[src/rtl/mm_pkg.sv]
// rtl/mm_pkg.sv - shared types and constants for the matrix operand bank
//
// Purpose: FSM state encoding, default geometry and the fill-counter width
// helper used by matrix_mem_bank and mm_operand_ram.
package mm_pkg;

  localparam int DEF_DATA_W = 4;
  localparam int DEF_N      = 3;

  typedef enum logic {
    IDLE   = 1'b0,
    STREAM = 1'b1
  } mm_state_e;

  // Counter must represent 0..n*n inclusive so "full" is a distinct value.
  function automatic int cnt_w(input int n);
    return $clog2(n * n + 1);
  endfunction

endpackage

[src/rtl/mm_operand_ram.sv]
// rtl/mm_operand_ram.sv - one N*N x DATA_W operand bank with fill pointer
//
// Purpose: serially loaded register bank; the write pointer doubles as the
// fill count. All entries are presented in parallel for column/row packing.
// Ports:
//   clk, clear_n     clock, asynchronous active-low reset
//   flush_i          synchronous clear of entries and count
//   we_i, data_i     write data_i at the current pointer (ignored when full)
//   clr_cnt_i        rewind the pointer to 0 without erasing entries
//   count_o, full_o  elements loaded, count == N*N
//   rd_data_o        entry e at [e*DATA_W +: DATA_W]
module mm_operand_ram
  import mm_pkg::*;
#(
  parameter int DATA_W = DEF_DATA_W,
  parameter int N      = DEF_N,
  localparam int DEPTH = N * N,
  localparam int CNT_W = cnt_w(N)
) (
  input  logic                    clk,
  input  logic                    clear_n,
  input  logic                    flush_i,
  input  logic                    we_i,
  input  logic [DATA_W-1:0]       data_i,
  input  logic                    clr_cnt_i,
  output logic [CNT_W-1:0]        count_o,
  output logic                    full_o,
  output logic [DEPTH*DATA_W-1:0] rd_data_o
);

  logic [DEPTH*DATA_W-1:0] mem_q;
  logic [CNT_W-1:0]        cnt_q;

  assign full_o    = (cnt_q == CNT_W'(DEPTH));
  assign count_o   = cnt_q;
  assign rd_data_o = mem_q;

  always_ff @(posedge clk or negedge clear_n) begin
    if (!clear_n) begin
      mem_q <= '0;
      cnt_q <= '0;
    end else if (flush_i) begin
      mem_q <= '0;
      cnt_q <= '0;
    end else if (clr_cnt_i) begin
      cnt_q <= '0;
    end else if (we_i && !full_o) begin
      mem_q[int'(cnt_q)*DATA_W +: DATA_W] <= data_i;
      cnt_q <= cnt_q + 1'b1;
    end
  end

endmodule

[src/rtl/matrix_mem_bank.sv]
// rtl/matrix_mem_bank.sv - W/X operand store streaming outer-product beats
//
// Purpose: holds one N x N weight matrix W and one N x N input matrix X, both
// loaded row-major. On start (both full, IDLE) it streams N registered beats;
// beat k carries W column k and X row k under a valid/ready handshake.
// Ports:
//   clk, clear_n          clock, asynchronous active-low reset
//   data_in, load_w/x     serial load (load_w wins when both asserted)
//   flush                 synchronous clear of banks, counts, flags, stream
//   start, keep_w         begin streaming; retain W at the final transfer
//   out_ready             consumer accepts the presented beat
//   w_full/x_full, w_count/x_count   fill status
//   busy, out_valid, out_last, w_col, x_row   stream side
//   ovf_err               sticky: load dropped because bank full or busy
module matrix_mem_bank
  import mm_pkg::*;
#(
  parameter int DATA_W = DEF_DATA_W,
  parameter int N      = DEF_N,
  localparam int CNT_W = cnt_w(N)
) (
  input  logic                clk,
  input  logic                clear_n,
  input  logic [DATA_W-1:0]   data_in,
  input  logic                load_w,
  input  logic                load_x,
  input  logic                flush,
  input  logic                start,
  input  logic                keep_w,
  input  logic                out_ready,
  output logic                w_full,
  output logic                x_full,
  output logic [CNT_W-1:0]    w_count,
  output logic [CNT_W-1:0]    x_count,
  output logic                busy,
  output logic                out_valid,
  output logic                out_last,
  output logic [N*DATA_W-1:0] w_col,
  output logic [N*DATA_W-1:0] x_row,
  output logic                ovf_err
);

  localparam int DEPTH = N * N;
  localparam int K_W   = (N > 1) ? $clog2(N) : 1;
  localparam logic [K_W-1:0] K_LAST = K_W'(N - 1);

  logic [DEPTH*DATA_W-1:0] w_mem;
  logic [DEPTH*DATA_W-1:0] x_mem;
  logic                    w_we, x_we, w_clr, x_clr;

  mm_state_e            state_q, state_d;
  logic [K_W-1:0]       k_q, k_d;
  logic                 valid_q, valid_d;
  logic                 last_q, last_d;
  logic [N*DATA_W-1:0]  col_q, col_d;
  logic [N*DATA_W-1:0]  row_q, row_d;
  logic                 ovf_q, ovf_d;

  logic                 load_beat;
  logic [K_W-1:0]       load_k;
  logic                 idle;
  logic                 w_rej, x_rej;

  mm_operand_ram #(.DATA_W(DATA_W), .N(N)) u_w_ram (
    .clk       (clk),
    .clear_n   (clear_n),
    .flush_i   (flush),
    .we_i      (w_we),
    .data_i    (data_in),
    .clr_cnt_i (w_clr),
    .count_o   (w_count),
    .full_o    (w_full),
    .rd_data_o (w_mem)
  );

  mm_operand_ram #(.DATA_W(DATA_W), .N(N)) u_x_ram (
    .clk       (clk),
    .clear_n   (clear_n),
    .flush_i   (flush),
    .we_i      (x_we),
    .data_i    (data_in),
    .clr_cnt_i (x_clr),
    .count_o   (x_count),
    .full_o    (x_full),
    .rd_data_o (x_mem)
  );

  // Load acceptance and overflow. load_x is silently dropped when load_w is
  // also asserted; only its own rejection reasons raise ovf_err.
  always_comb begin
    idle  = (state_q == IDLE);
    w_we  = 1'b0;
    x_we  = 1'b0;
    w_rej = 1'b0;
    x_rej = 1'b0;
    if (!flush) begin
      w_we = idle && load_w && !w_full;
      x_we = idle && load_x && !load_w && !x_full;
    end
    w_rej = load_w && (!idle || w_full);
    x_rej = !load_w && load_x && (!idle || x_full);
    ovf_d = flush ? 1'b0 : (ovf_q | w_rej | x_rej);
  end

  // Stream FSM. Beat data is captured into output registers whenever a new
  // beat is presented; the banks cannot change while streaming since all
  // loads are rejected when busy.
  always_comb begin
    state_d   = state_q;
    k_d       = k_q;
    valid_d   = valid_q;
    last_d    = last_q;
    col_d     = col_q;
    row_d     = row_q;
    w_clr     = 1'b0;
    x_clr     = 1'b0;
    load_beat = 1'b0;
    load_k    = '0;

    unique case (state_q)
      IDLE: begin
        if (start && w_full && x_full) begin
          state_d   = STREAM;
          k_d       = '0;
          valid_d   = 1'b1;
          last_d    = (N == 1);
          load_beat = 1'b1;
          load_k    = '0;
        end
      end
      STREAM: begin
        if (valid_q && out_ready) begin
          if (last_q) begin
            state_d = IDLE;
            valid_d = 1'b0;
            last_d  = 1'b0;
            col_d   = '0;
            row_d   = '0;
            x_clr   = 1'b1;
            w_clr   = !keep_w;
          end else begin
            k_d       = k_q + 1'b1;
            last_d    = ((k_q + 1'b1) == K_LAST);
            load_beat = 1'b1;
            load_k    = k_q + 1'b1;
          end
        end
      end
    endcase

    // Column of W: element (i, k); row of X: element (k, j), row-major index.
    if (load_beat) begin
      for (int i = 0; i < N; i++) begin
        col_d[i*DATA_W +: DATA_W] = w_mem[(i*N + int'(load_k))*DATA_W +: DATA_W];
        row_d[i*DATA_W +: DATA_W] = x_mem[(int'(load_k)*N + i)*DATA_W +: DATA_W];
      end
    end

    if (flush) begin
      state_d = IDLE;
      k_d     = '0;
      valid_d = 1'b0;
      last_d  = 1'b0;
      col_d   = '0;
      row_d   = '0;
      w_clr   = 1'b0;
      x_clr   = 1'b0;
    end
  end

  always_ff @(posedge clk or negedge clear_n) begin
    if (!clear_n) begin
      state_q <= IDLE;
      k_q     <= '0;
      valid_q <= 1'b0;
      last_q  <= 1'b0;
      col_q   <= '0;
      row_q   <= '0;
      ovf_q   <= 1'b0;
    end else begin
      state_q <= state_d;
      k_q     <= k_d;
      valid_q <= valid_d;
      last_q  <= last_d;
      col_q   <= col_d;
      row_q   <= row_d;
      ovf_q   <= ovf_d;
    end
  end

  assign busy      = (state_q == STREAM);
  assign out_valid = valid_q;
  assign out_last  = last_q;
  assign w_col     = col_q;
  assign x_row     = row_q;
  assign ovf_err   = ovf_q;

endmodule

[config.mk]
export PLATFORM = sky130hd
export DESIGN_NAME = matrix_mem_bank
export DESIGN_NICKNAME = d
export VERILOG_FILES = /design/src/rtl/mm_pkg.sv /design/src/rtl/mm_operand_ram.sv /design/src/rtl/matrix_mem_bank.sv
export SDC_FILE = /design/constraint.sdc
export NUM_CORES = 1
export LEC_CHECK = 0
export CAP_MARGIN = 20
export CORE_MARGIN = 2
export CORE_UTILIZATION = 59
export DETAILED_ROUTE_END_ITERATION = 6
export GPL_TIMING_DRIVEN = 0
export HOLD_SLACK_MARGIN = 0.15
export PLACE_DENSITY = 0.89
export SYNTH_ARGS = -nofsm -noshare
export SYNTH_HDL_FRONTEND = slang
export SYNTH_HIERARCHICAL = 1
export SYNTH_SLANG_ARGS = --single-unit
[constraint.sdc]
create_clock -name clk -period 4 [get_ports clk]
set_input_delay 0.8 -clock clk [delete_from_list [all_inputs] [get_ports clk]]
set_output_delay 0.8 -clock clk [all_outputs]
set_load 0.005 [all_outputs]
==> qor_table.md, run 1 <==
| Quantity | This run | Unit |
|:---|:---|:---|
| Result of the run | finished, violations left | - |
| Failing checks | DRC | - |
| Area of the mapped netlist | 0.006041 | mm2 |
| Wire length of the first global-routing pass | 25420 | um |
| Design area | 0.006970 | mm2 |
| Number of synthesized flops with an enable pin | 0 | - |
| Antenna cells | 0 | - |
| Layout Utilization | 0.7066 | - |
| Relative slew margins | 0.3159 | - |
| Area used by multi-input combinational logic | 0.003055 | mm2 |
| Post-synthesis net count | 588 | - |
| Worst vdd ir | 0.1614 | mV |
| Die Span X | 105.2 | um |
| Cell chosen for the clock root | sky130_fd_sc_hd__clkbuf_8 | - |
| Number of synthesized register bits | 110 | - |
| Clock insertion delay at the later pin of the skew report | 390 | ps |
| Synthesized area divided by synthesized cell count | 10.73 | um2 |
| Maximum clock frequency | 0.2673 | GHz |
| Share of the synthesized area in the top cell type | 0.4557 | - |
| Vias | 4899 | - |
| Worst Clk Skew | 13.50 | ps |
| DRC violations left | 2 | - |
| Critical path's most frequent cell | sky130_fd_sc_hd__inv_1 | - |
| Area contributors post-synth | sky130_fd_sc_hd__dfrtp_1 46%, sky130_fd_sc_hd__mux2i_1 8.6%, sky130_fd_sc_hd__nand2b_1 4.2%, sky130_fd_sc_hd__o2bb2ai_1 2.9%, sky130_fd_sc_hd__ha_1 2.7% | - |
| Setup Viol. Count Final | 0 | - |
| Max-cap viol count | 0 | - |
| Final max-slew violation count | 0 | - |
| Syn Inst Count | 563 | - |
| Number of clock sinks | 110 | - |
| Clock input transition at the sequential cells of the worst setup and hold paths | 90 | ps |
| Library cell contributing the largest single delay on the critical path | sky130_fd_sc_hd__nor4b_1 | - |
| Routed wire length | 15610 | um |
| Area occupied by registers | 0.002753 | mm2 |
| Placer congestion estimate | 0.8891 | - |
| Largest net degree at the start of global routing | 58 | - |
| Share of the clock period used by the worst path | 0.9351 | - |
| Worst-path maximum fanout | 10 | - |
| Core region area | 0.009864 | mm2 |
| Via count of the first global-routing pass | 4766 | - |
| Commonest cells after routing, fill and taps aside | 110 x sky130_fd_sc_hd__dfrtp_1, 52 x sky130_fd_sc_hd__mux2i_1, 48 x sky130_fd_sc_hd__clkdlybuf4s50_1 | - |
| Transition time of the tightest slew-check pin | 1012 | ps |
| Hold Path Class | in -> async | - |
| Power per standard cell area | 304.4 | mW/mm2 |
| Vertical die dimension | 105.2 | um |
| Initial Utilization | 0.6124 | - |
| Detail-routed net length per standard cell | 20.48 | um |
| Layout cell share with drive strength beyond 1 | 0.1208 | - |
| Number of synthesis warnings | 6 | - |
| Clock buffer count from CTS | 9 | - |
| Post-layout net count | 649 | - |
| Leak | 3.188 | nW |
| Minimum clock period after layout | 3740 | ps |
| Unique masters post-synth | 66 | - |
| Pre-CTS worst setup slack | -22.05 | ps |
| Arrival time at the worst endpoint | 4040 | ps |
| Critical path startpoint category | flip-flop | - |
| Hpwl dp | 10960 | um |
| Required time worst endpoint | 4300 | ps |
| Port bufs | 49 | - |
| Setup repair after global routing missed its margin | no | - |
| Routed Antenna Nets | 0 | - |
| I/O pin count | 50 | - |
| CTS tree | done | - |
| Final worst slack | 259.6 | ps |
| Cell type with the largest total area after synthesis | sky130_fd_sc_hd__dfrtp_1 | - |
| Post-synthesis to final-layout area growth | 15.39 | % |
| Startpoint-to-endpoint class of the critical path | reg -> reg | - |
| H-Tree Level Count | 3 | - |
| Total Routing Usage GR | 0.2939 | - |
| Num rows | 36 | - |
| Total placed instance area | 0.006723 | mm2 |
| Die Outline Area | 0.01106 | mm2 |
| Fraction of registers with async set/reset | 1.000 | - |
| Total count of hold-check failures in the final report | 0 | - |
| Cell chain of the critical path | inv_1 -> ha_1 -> nand3b_1 -> inv_1 -> nor4b_1 -> nor2b_1 -> nand4_1 -> or3b_2 -> a21oi_1 | - |
| Global route total overflow | 0 | - |
| Clock buffer depth | 2 | - |
| Number of violations reported at the end of detailed-routing iteration 0 | 515 | - |
| Buffer count from post-CTS setup fixing | 0 | - |
| Most common cell after layout, fill and taps aside | sky130_fd_sc_hd__dfrtp_1 | - |
| Sort of element at the end of the critical path | flip-flop | - |
| Flip-flop cell with the highest count after synthesis | sky130_fd_sc_hd__dfrtp_1 | - |
| Critical path's largest stage delay | 900 | ps |
| Pre-Repair DR Iteration Count | 7 | - |
| Hold-fix buffers, CTS | 0 | - |
| Post-DR vias/cell | 6.429 | - |
| Fillers | 701 | - |
| Part of the Yosys area used for sequential elements | 0.4557 | - |
| Gates resized, CTS repair | 0 | - |
| Number of antenna violations at the first check in global routing | 0 | - |
| Total power after layout | 2.122 | mW |
## Yosys cell counts, types with 2 or more instances
library cell                count
sky130_fd_sc_hd__nor3_1        14
sky130_fd_sc_hd__nor4_4         2
sky130_fd_sc_hd__mux4_2         4
sky130_fd_sc_hd__inv_2          2
sky130_fd_sc_hd__a21oi_1       14
sky130_fd_sc_hd__or3b_2         2
sky130_fd_sc_hd__a222oi_1      11
sky130_fd_sc_hd__buf_6          3
sky130_fd_sc_hd__mux2_2         9
sky130_fd_sc_hd__nand3_1        9
sky130_fd_sc_hd__a211oi_1       9
sky130_fd_sc_hd__and2_1        10
sky130_fd_sc_hd__inv_1         10
sky130_fd_sc_hd__o211ai_1       7
sky130_fd_sc_hd__or4_1          6
sky130_fd_sc_hd__clkbuf_1      16
sky130_fd_sc_hd__nand2_1       28
sky130_fd_sc_hd__xor2_1         2
sky130_fd_sc_hd__dfrtp_1      110
sky130_fd_sc_hd__o21ai_0       29
sky130_fd_sc_hd__and3_1         5
sky130_fd_sc_hd__nor2b_1        5
sky130_fd_sc_hd__ha_1          13
sky130_fd_sc_hd__xnor2_1        6
sky130_fd_sc_hd__and3b_2        2
sky130_fd_sc_hd__buf_2         15
sky130_fd_sc_hd__nor2_1        32
sky130_fd_sc_hd__o2bb2ai_1     20
sky130_fd_sc_hd__nand2b_1      41
sky130_fd_sc_hd__mux2i_1       52
sky130_fd_sc_hd__buf_4          2
sky130_fd_sc_hd__nor3b_2        2
sky130_fd_sc_hd__nand3b_1       9
sky130_fd_sc_hd__o21a_1         9
sky130_fd_sc_hd__o2111ai_1      2
sky130_fd_sc_hd__nand4_1        3
sky130_fd_sc_hd__or3_1          3
sky130_fd_sc_hd__nor2_2         2
sky130_fd_sc_hd__a22o_1        16
## layout make-up
| cell class | count | area share |
|---|---|---|
| Clock buffer | 11 | 0.02028 |
| Sequential cell | 110 | 0.3949 |
| Tap cell | 133 | 0.02387 |
| Clock inverter | 5 | 0.01526 |
| Buffer | 37 | 0.02693 |
| Timing Repair Buffer | 50 | 0.07395 |
| Inverter | 12 | 0.006462 |
| Multi-Input combinational cell | 404 | 0.4383 |
## kinds of logic after synthesis
kind of cell,share of synthesized area
AND/OR/NAND/NOR,0.1953
AO/OA/AOI/OAI,0.1514
flip-flops,0.4557
multiplexers,0.1179
buffers and inverters,0.03852
adder cells (fa/ha/maj),0.02693
XOR/XNOR,0.01429
## registers in the layout (all words and copies together), names as in the netlist
| signal | flops |
|---|---|
| busy | 1 |
| k_q | 2 |
| out_valid | 1 |
| u_w_ram/rd_data_o | 36 |
| out_last | 1 |
| u_w_ram/count_o | 4 |
| u_x_ram/rd_data_o | 36 |
| ovf_err | 1 |
| w_col | 12 |
| u_x_ram/count_o | 4 |
| x_row | 12 |
## per-layer routing
metal  part of all wire  up-vias  routed length, um  GRT usage
li1                   -     2189                  -          -
met1               0.44     2448               6884     0.4267
met2               0.46      238               7228     0.4484
met3              0.079       24               1231    0.04866
met4              0.017        0                264     0.1010
met5                  0        -                  0          0
## worst paths after layout
path / startpoint / endpoint / slack, ps / cells past startpoint
worst max-delay path: u_w_ram/count_o[1] / u_w_ram/rd_data_o[3] / 260 / 9
worst min-delay path: clear_n / u_w_ram/rd_data_o[18] / 460 / 1
worst max register to register: u_w_ram/count_o[1] / u_w_ram/rd_data_o[3] / 260 / 9
worst min register to register: x_row[8] / x_row[8] / 490 / 1
max in group asynchronous: clear_n / u_x_ram/rd_data_o[9] / 2830 / 2
min in group clk: x_row[8] / x_row[8] / 490 / 1
## worst max-delay path: cells and delay by family, from the launching register on
kind                       cells  cell delay [ps]
and+or+nand+nor                5             2390
DFF                            1              590
buffers and inverters          2              290
adders and majority gates      1              240
AOI/OAI and AO/OA              1              170
## report_power, final
group / switching (mW) / leakage, nW / internal (mW)
Sequential: 0.00757 / 1.54 / 1.12
Clock: 0.387 / 0.120 / 0.435
Combinational: 0.114 / 1.53 / 0.0623
Total: 0.509 / 3.19 / 1.61
## metrics by stage
stage | std cells | hold slack [ps] | setup TNS (ps)
2_1_floorplan | 563 | 467.3 | 0
3_3_place_gp | 745 | 472.1 | -204620
3_5_place_dp | 746 | 476.1 | -62.55
4_1_cts | 762 | 483.7 | 0
5_1_grt | 762 | 511.2 | 0
6_report | 762 | 461.1 | 0
(Power assumes the default switching activity.)
==> run 2: changes to the inputs <==
- CAP_MARGIN: 20 -> default
- CORE_UTILIZATION: 59 -> 63
- PLACE_DENSITY: 0.89 -> 0.94
- clock period: 4 -> 4.8 ns (I/O delays scaled with it)
==> qor_table.md, run 2 (synthesis gave the netlist of run 1 again) <==
| Quantity | This run | Unit |
|:---|:---|:---|
| Clock buffer depth | 2 | - |
| Clock insertion delay at the later pin of the skew report | 370 | ps |
| Number of violations reported at the end of detailed-routing iteration 0 | 621 | - |
| Sort of element at the end of the critical path | flip-flop | - |
| Hold Crit Endpoint | w_col[2] | - |
| Total Routing Usage GR | 0.3135 | - |
| Via count of the first global-routing pass | 4824 | - |
| Final worst slack | 866.3 | ps |
| Clock buffer count from CTS | 9 | - |
| Length in cells of the worst reg-to-reg path | 10 | - |
| Max-cap viol count | 0 | - |
| Buf/Inv on CP | 3 | - |
| Setup Viol. Count Final | 0 | - |
| Die Span X | 101.9 | um |
| Hold-fix buffers, CTS | 0 | - |
| Critical path's largest stage delay | 790 | ps |
| Wire length of the first global-routing pass | 25040 | um |
| Maximum clock frequency | 0.2542 | GHz |
| Routed wire length | 15430 | um |
| Vias | 4918 | - |
| Crit Reg-Reg Startpoint | u_w_ram/count_o[1] | - |
| DRC violations left | 2 | - |
| Post-synthesis to final-layout area growth | 14.08 | % |
| Cell chosen for the clock root | sky130_fd_sc_hd__clkbuf_8 | - |
| Most common cell after layout, fill and taps aside | sky130_fd_sc_hd__dfrtp_1 | - |
| Power per standard cell area | 232.6 | mW/mm2 |
| Critical path startpoint category | primary input | - |
| Hold Path Class | reg -> reg | - |
| Non-filler instance count after layout | 757 | - |
| Gates resized, CTS repair | 0 | - |
| Total count of hold-check failures in the final report | 0 | - |
| Total placed instance area | 0.006718 | mm2 |
| Post-layout net count | 649 | - |
| Cell class contributing the biggest share of worst-path delay | simple AND/OR/NAND/NOR gates | - |
| Pre-Repair DR Iteration Count | 7 | - |
| Global route total overflow | 0 | - |
| Core region area | 0.009284 | mm2 |
| Final max-slew violation count | 0 | - |
| Die Outline Area | 0.01039 | mm2 |
| Port bufs | 49 | - |
| Library cell contributing the largest single delay on the critical path | sky130_fd_sc_hd__nor3b_1 | - |
| Worst-path maximum fanout | 10 | - |
| Commonest cells after routing, fill and taps aside | 110 x sky130_fd_sc_hd__dfrtp_1, 52 x sky130_fd_sc_hd__mux2i_1, 48 x sky130_fd_sc_hd__clkdlybuf4s50_1 | - |
| I/O pin count | 50 | - |
| Post-DR vias/cell | 6.497 | - |
| Largest net degree at the start of global routing | 59 | - |
| Initial Utilization | 0.6507 | - |
| Worst Clk Skew | 11.52 | ps |
| Setup Total Neg Slack | 0 | ps |
| Transition time of the tightest slew-check pin | 959.9 | ps |
| Placer congestion estimate | 0.9101 | - |
| Result of the run | finished, violations left | - |
| Number of cells traversed by the worst hold path | 1 | - |
| Design area | 0.006892 | mm2 |
| CTS tree | done | - |
| Number of antenna violations at the first check in global routing | 0 | - |
| Total instance count after detailed placement | 742 | - |
| Startpoint of the lowest-slack hold path | w_col[2] | - |
| Number of clock sinks | 110 | - |
| Routed Antenna Nets | 0 | - |
| Detail-routed net length per standard cell | 20.38 | um |
| Antenna cells | 0 | - |
| Setup repair after global routing missed its margin | no | - |
| Hpwl dp | 11180 | um |
| Startpoint-to-endpoint class of the critical path | in -> reg | - |
| Required time worst endpoint | 5040 | ps |
| Buffer count from post-CTS setup fixing | 0 | - |
| Arrival time at the worst endpoint | 4180 | ps |
| Cell chain of the critical path | clkdlybuf4s50_1 -> buf_1 -> nor3b_1 -> nor2b_1 -> and3b_1 -> clkbuf_1 -> o211ai_1 -> mux2i_1 -> nor2_1 | - |
| Share of the clock period used by the worst path | 0.8195 | - |
| Vertical die dimension | 101.9 | um |
| Worst vdd ir | 0.1830 | mV |
| Layout cell share with drive strength beyond 1 | 0.1194 | - |
| Num rows | 35 | - |
| Minimum clock period after layout | 3934 | ps |
| H-Tree Level Count | 3 | - |
| Pre-CTS worst setup slack | 563.5 | ps |
| Reg2Reg Setup Slack | 1060 | ps |
| Reg-to-Reg End | u_w_ram/rd_data_o[35] | - |
| Failing checks | DRC | - |
| Leak | 3.161 | nW |
| Post-Route Hold Slack | 501.5 | ps |
| Relative slew margins | 0.3510 | - |
| Clock input transition at the sequential cells of the worst setup and hold paths | 100 | ps |
run 2: per-stage QoR:
step / power [mW] / utilization
after floorplan: 1.031 / -
after global placement: 1.089 / 0.7209
after detailed placement: 1.098 / 0.7236
after CTS: 1.601 / 0.7423
after global routing: 1.653 / 0.7423
final: 1.603 / 0.7423
run 2: routing by layer:
metal  GRT usage  routed length (um)  up-vias
li1            -                   -     2186
met1      0.4507                6382     2410
met2      0.4909                7290      287
met3     0.05335                1440       35
met4      0.1015                 313        0
met5           0                   0        -
run 2: power breakdown:
group,total (mW),internal (mW),switching [mW],leakage [nW]
clock network,0.520,0.215,0.305,0.0926
logic,0.146,0.0519,0.0941,1.53
registers,0.937,0.930,0.00639,1.54
total,1.60,1.20,0.405,3.16
run 2: worst max-delay path by stage:
stage	start	end	slack (ps)	cells after the start
3_3_place_gp	clear_n	x_row[6]	-1160	1
2_1_floorplan	u_w_ram/count_o[1]	u_w_ram/rd_data_o[35]	1800	10
6_report	flush	u_w_ram/rd_data_o[5]	870	9
5_1_grt	flush	u_w_ram/rd_data_o[14]	640	9
4_1_cts	flush	u_w_ram/rd_data_o[14]	930	9
3_5_place_dp	flush	u_w_ram/rd_data_o[28]	560	9
run 2: cell type report:
class | instances | area (um2)
fill | 646 | 2392
clock buffer | 12 | 155.1
inverter | 12 | 45.04
timing repair buffer | 50 | 515.5
clock inverter | 3 | 18.77
buffer | 37 | 187.7
multi-input combinational | 404 | 3055
sequential | 110 | 2753
tap | 129 | 161.4
==> run 3: changes to the inputs <==
- CORE_UTILIZATION: 63 -> 59
- PLACE_DENSITY: 0.94 -> 0.89
- clock period: 4.8 -> 3.9 ns (I/O delays scaled with it)
==> qor_table.md, run 3 (synthesis gave the netlist of run 1 again) <==
| Quantity | This run | Unit |
|:---|:---|:---|
| Result of the run | complete, no violations | - |
| Net Sw Frac | 0.2371 | - |
| Number of clock sinks | 110 | - |
| Placer congestion estimate | 0.8891 | - |
| Minimum clock period after layout | 3419 | ps |
| CTS tree | done | - |
| Fillers | 696 | - |
| Core region area | 0.009864 | mm2 |
| Leak | 3.190 | nW |
| Clock input transition at the sequential cells of the worst setup and hold paths | 100 | ps |
| Hold Path Class | in -> async | - |
| Combinational cell fraction of total power | 0.083 | - |
| Largest net degree at the start of global routing | 58 | - |
| Worst vdd ir | 0.1655 | mV |
| Commonest cells after routing, fill and taps aside | 110 x sky130_fd_sc_hd__dfrtp_1, 52 x sky130_fd_sc_hd__mux2i_1, 48 x sky130_fd_sc_hd__clkdlybuf4s50_1 | - |
| Post-layout net count | 649 | - |
| Switching Power | 0.5143 | mW |
| Number of antenna violations at the first check in global routing | 0 | - |
| Vias | 4940 | - |
| Transition time of the tightest slew-check pin | 729.3 | ps |
| Proportion of power drawn by the clock network | 0.385 | - |
| Final max-slew violation count | 0 | - |
| Library cell contributing the largest single delay on the critical path | sky130_fd_sc_hd__nor3b_2 | - |
| Buffer count from post-CTS setup fixing | 0 | - |
| Share of the clock period used by the worst path | 0.8766 | - |
| Design area | 0.006982 | mm2 |
| Cell internal power dissipation | 1.655 | mW |
| Startpoint-to-endpoint class of the critical path | in -> reg | - |
| Global route total overflow | 0 | - |
| Total power after layout | 2.169 | mW |
| Final worst slack | 481.3 | ps |
| Clock buffer depth | 2 | - |
| Die Outline Area | 0.01106 | mm2 |
| Initial Utilization | 0.6124 | - |
| Detail-routed net length per standard cell | 20.47 | um |
| Clock insertion delay at the later pin of the skew report | 380 | ps |
| Setup Viol. Count Final | 0 | - |
| Port bufs | 49 | - |
| Pre-CTS worst setup slack | -102.0 | ps |
| Most common cell after layout, fill and taps aside | sky130_fd_sc_hd__dfrtp_1 | - |
| Maximum clock frequency | 0.2925 | GHz |
| Post-Route Hold Slack | 450.6 | ps |
| Critical path's largest stage delay | 520 | ps |
| Pre-Repair DR Iteration Count | 6 | - |
| Critical path startpoint category | primary input | - |
| Part of the total power dissipated in sequential elements | 0.531 | - |
| Worst-path maximum fanout | 10 | - |
| Relative slew margins | 0.5133 | - |
| Routed wire length | 15600 | um |
| Clock buffer count from CTS | 9 | - |
| Number of violations reported at the end of detailed-routing iteration 0 | 585 | - |
| Antenna cells | 0 | - |
| Routed Antenna Nets | 0 | - |
| Die Span X | 105.2 | um |
| Non-filler instance count after layout | 762 | - |
| Cell chain of the critical path | clkdlybuf4s50_1 -> buf_1 -> nor3b_2 -> nor2b_1 -> and3b_1 -> clkbuf_1 -> o211ai_1 -> mux2i_1 -> nor2_1 | - |
| Worst Clk Skew | 14.09 | ps |
| Total Routing Usage GR | 0.2939 | - |
| Setup repair after global routing missed its margin | no | - |
| Vertical die dimension | 105.2 | um |
| Post-synthesis to final-layout area growth | 15.58 | % |
| Layout Utilization | 0.7078 | - |
| Wire length of the first global-routing pass | 25420 | um |
| Max-cap viol count | 0 | - |
| Cell chosen for the clock root | sky130_fd_sc_hd__clkbuf_8 | - |
| Num rows | 36 | - |
| Layout cell share with drive strength beyond 1 | 0.1240 | - |
| Hpwl dp | 10960 | um |
| Total count of hold-check failures in the final report | 0 | - |
| Setup Total Neg Slack | 0 | ps |
| H-Tree Level Count | 3 | - |
| Required time worst endpoint | 4150 | ps |
| Arrival time at the worst endpoint | 3670 | ps |
| Sort of element at the end of the critical path | flip-flop | - |
| Via count of the first global-routing pass | 4766 | - |
| Total instance count after detailed placement | 746 | - |
| Post-DR vias/cell | 6.483 | - |
| I/O pin count | 50 | - |
| DRC violations left | 0 | - |
| Power per standard cell area | 310.7 | mW/mm2 |
| Total placed instance area | 0.006723 | mm2 |
[run 3: timing repair]
item,CTS,global route
setup endpoints to repair,0,2
gates resized for setup,0,2
hold endpoints to repair,0,0
hold buffers,0,0
[run 3: final cells by class]
| type | count | area (um2) | area share |
|---|---|---|---|
| Inverter | 12 | 45.04 | 0.006452 |
| Timing Repair Buffer | 50 | 515.5 | 0.07384 |
| Clock inverter | 5 | 106.4 | 0.01523 |
| Tap cell | 133 | 166.4 | 0.02384 |
| Multi-Input combinational cell | 404 | 3067 | 0.4392 |
| Sequential cell | 110 | 2753 | 0.3943 |
| Clock buffer | 11 | 141.4 | 0.02025 |
| Buffer | 37 | 187.7 | 0.02688 |
[run 3: routing by layer]
layer | up-vias | global-route usage | share of wire
li1 | 2185 | - | -
met1 | 2446 | 0.4267 | 0.43
met2 | 284 | 0.4484 | 0.46
met3 | 25 | 0.04866 | 0.091
met4 | 0 | 0.1010 | 0.015
met5 | - | 0 | 0
[run 3: final timing paths]
check                                         from                     to  slack, ps  cells past startpoint
worst max-delay path                         flush   u_w_ram/rd_data_o[7]        480                      9
worst min-delay path                       clear_n  u_w_ram/rd_data_o[18]        450                      1
worst max register to register  u_w_ram/count_o[1]   u_w_ram/rd_data_o[3]        500                      9
worst min register to register            x_row[8]               x_row[8]        490                      1
max in group asynchronous                  clear_n   u_x_ram/rd_data_o[9]       2740                      2
min in group clk                          x_row[8]               x_row[8]        490                      1
[run 3: power by group through the flow]
stage | Clock, mW | Sequential (mW) | Combinational (mW)
global placement | 0 | 1.18 | 0.167
global route | 0.874 | 1.15 | 0.196
finish | 0.835 | 1.15 | 0.181
floorplan | 0 | 1.17 | 0.0959
CTS | 0.840 | 1.15 | 0.177
detailed placement | 0 | 1.17 | 0.175
[run 3: critical path, delay by kind of cell]
family | cells | cell delay [ps]
AO/OA/AOI/OAI | 1 | 330
buffers and inverters | 3 | 960
multiplexers | 1 | 300
AND/OR/NAND/NOR | 4 | 1290
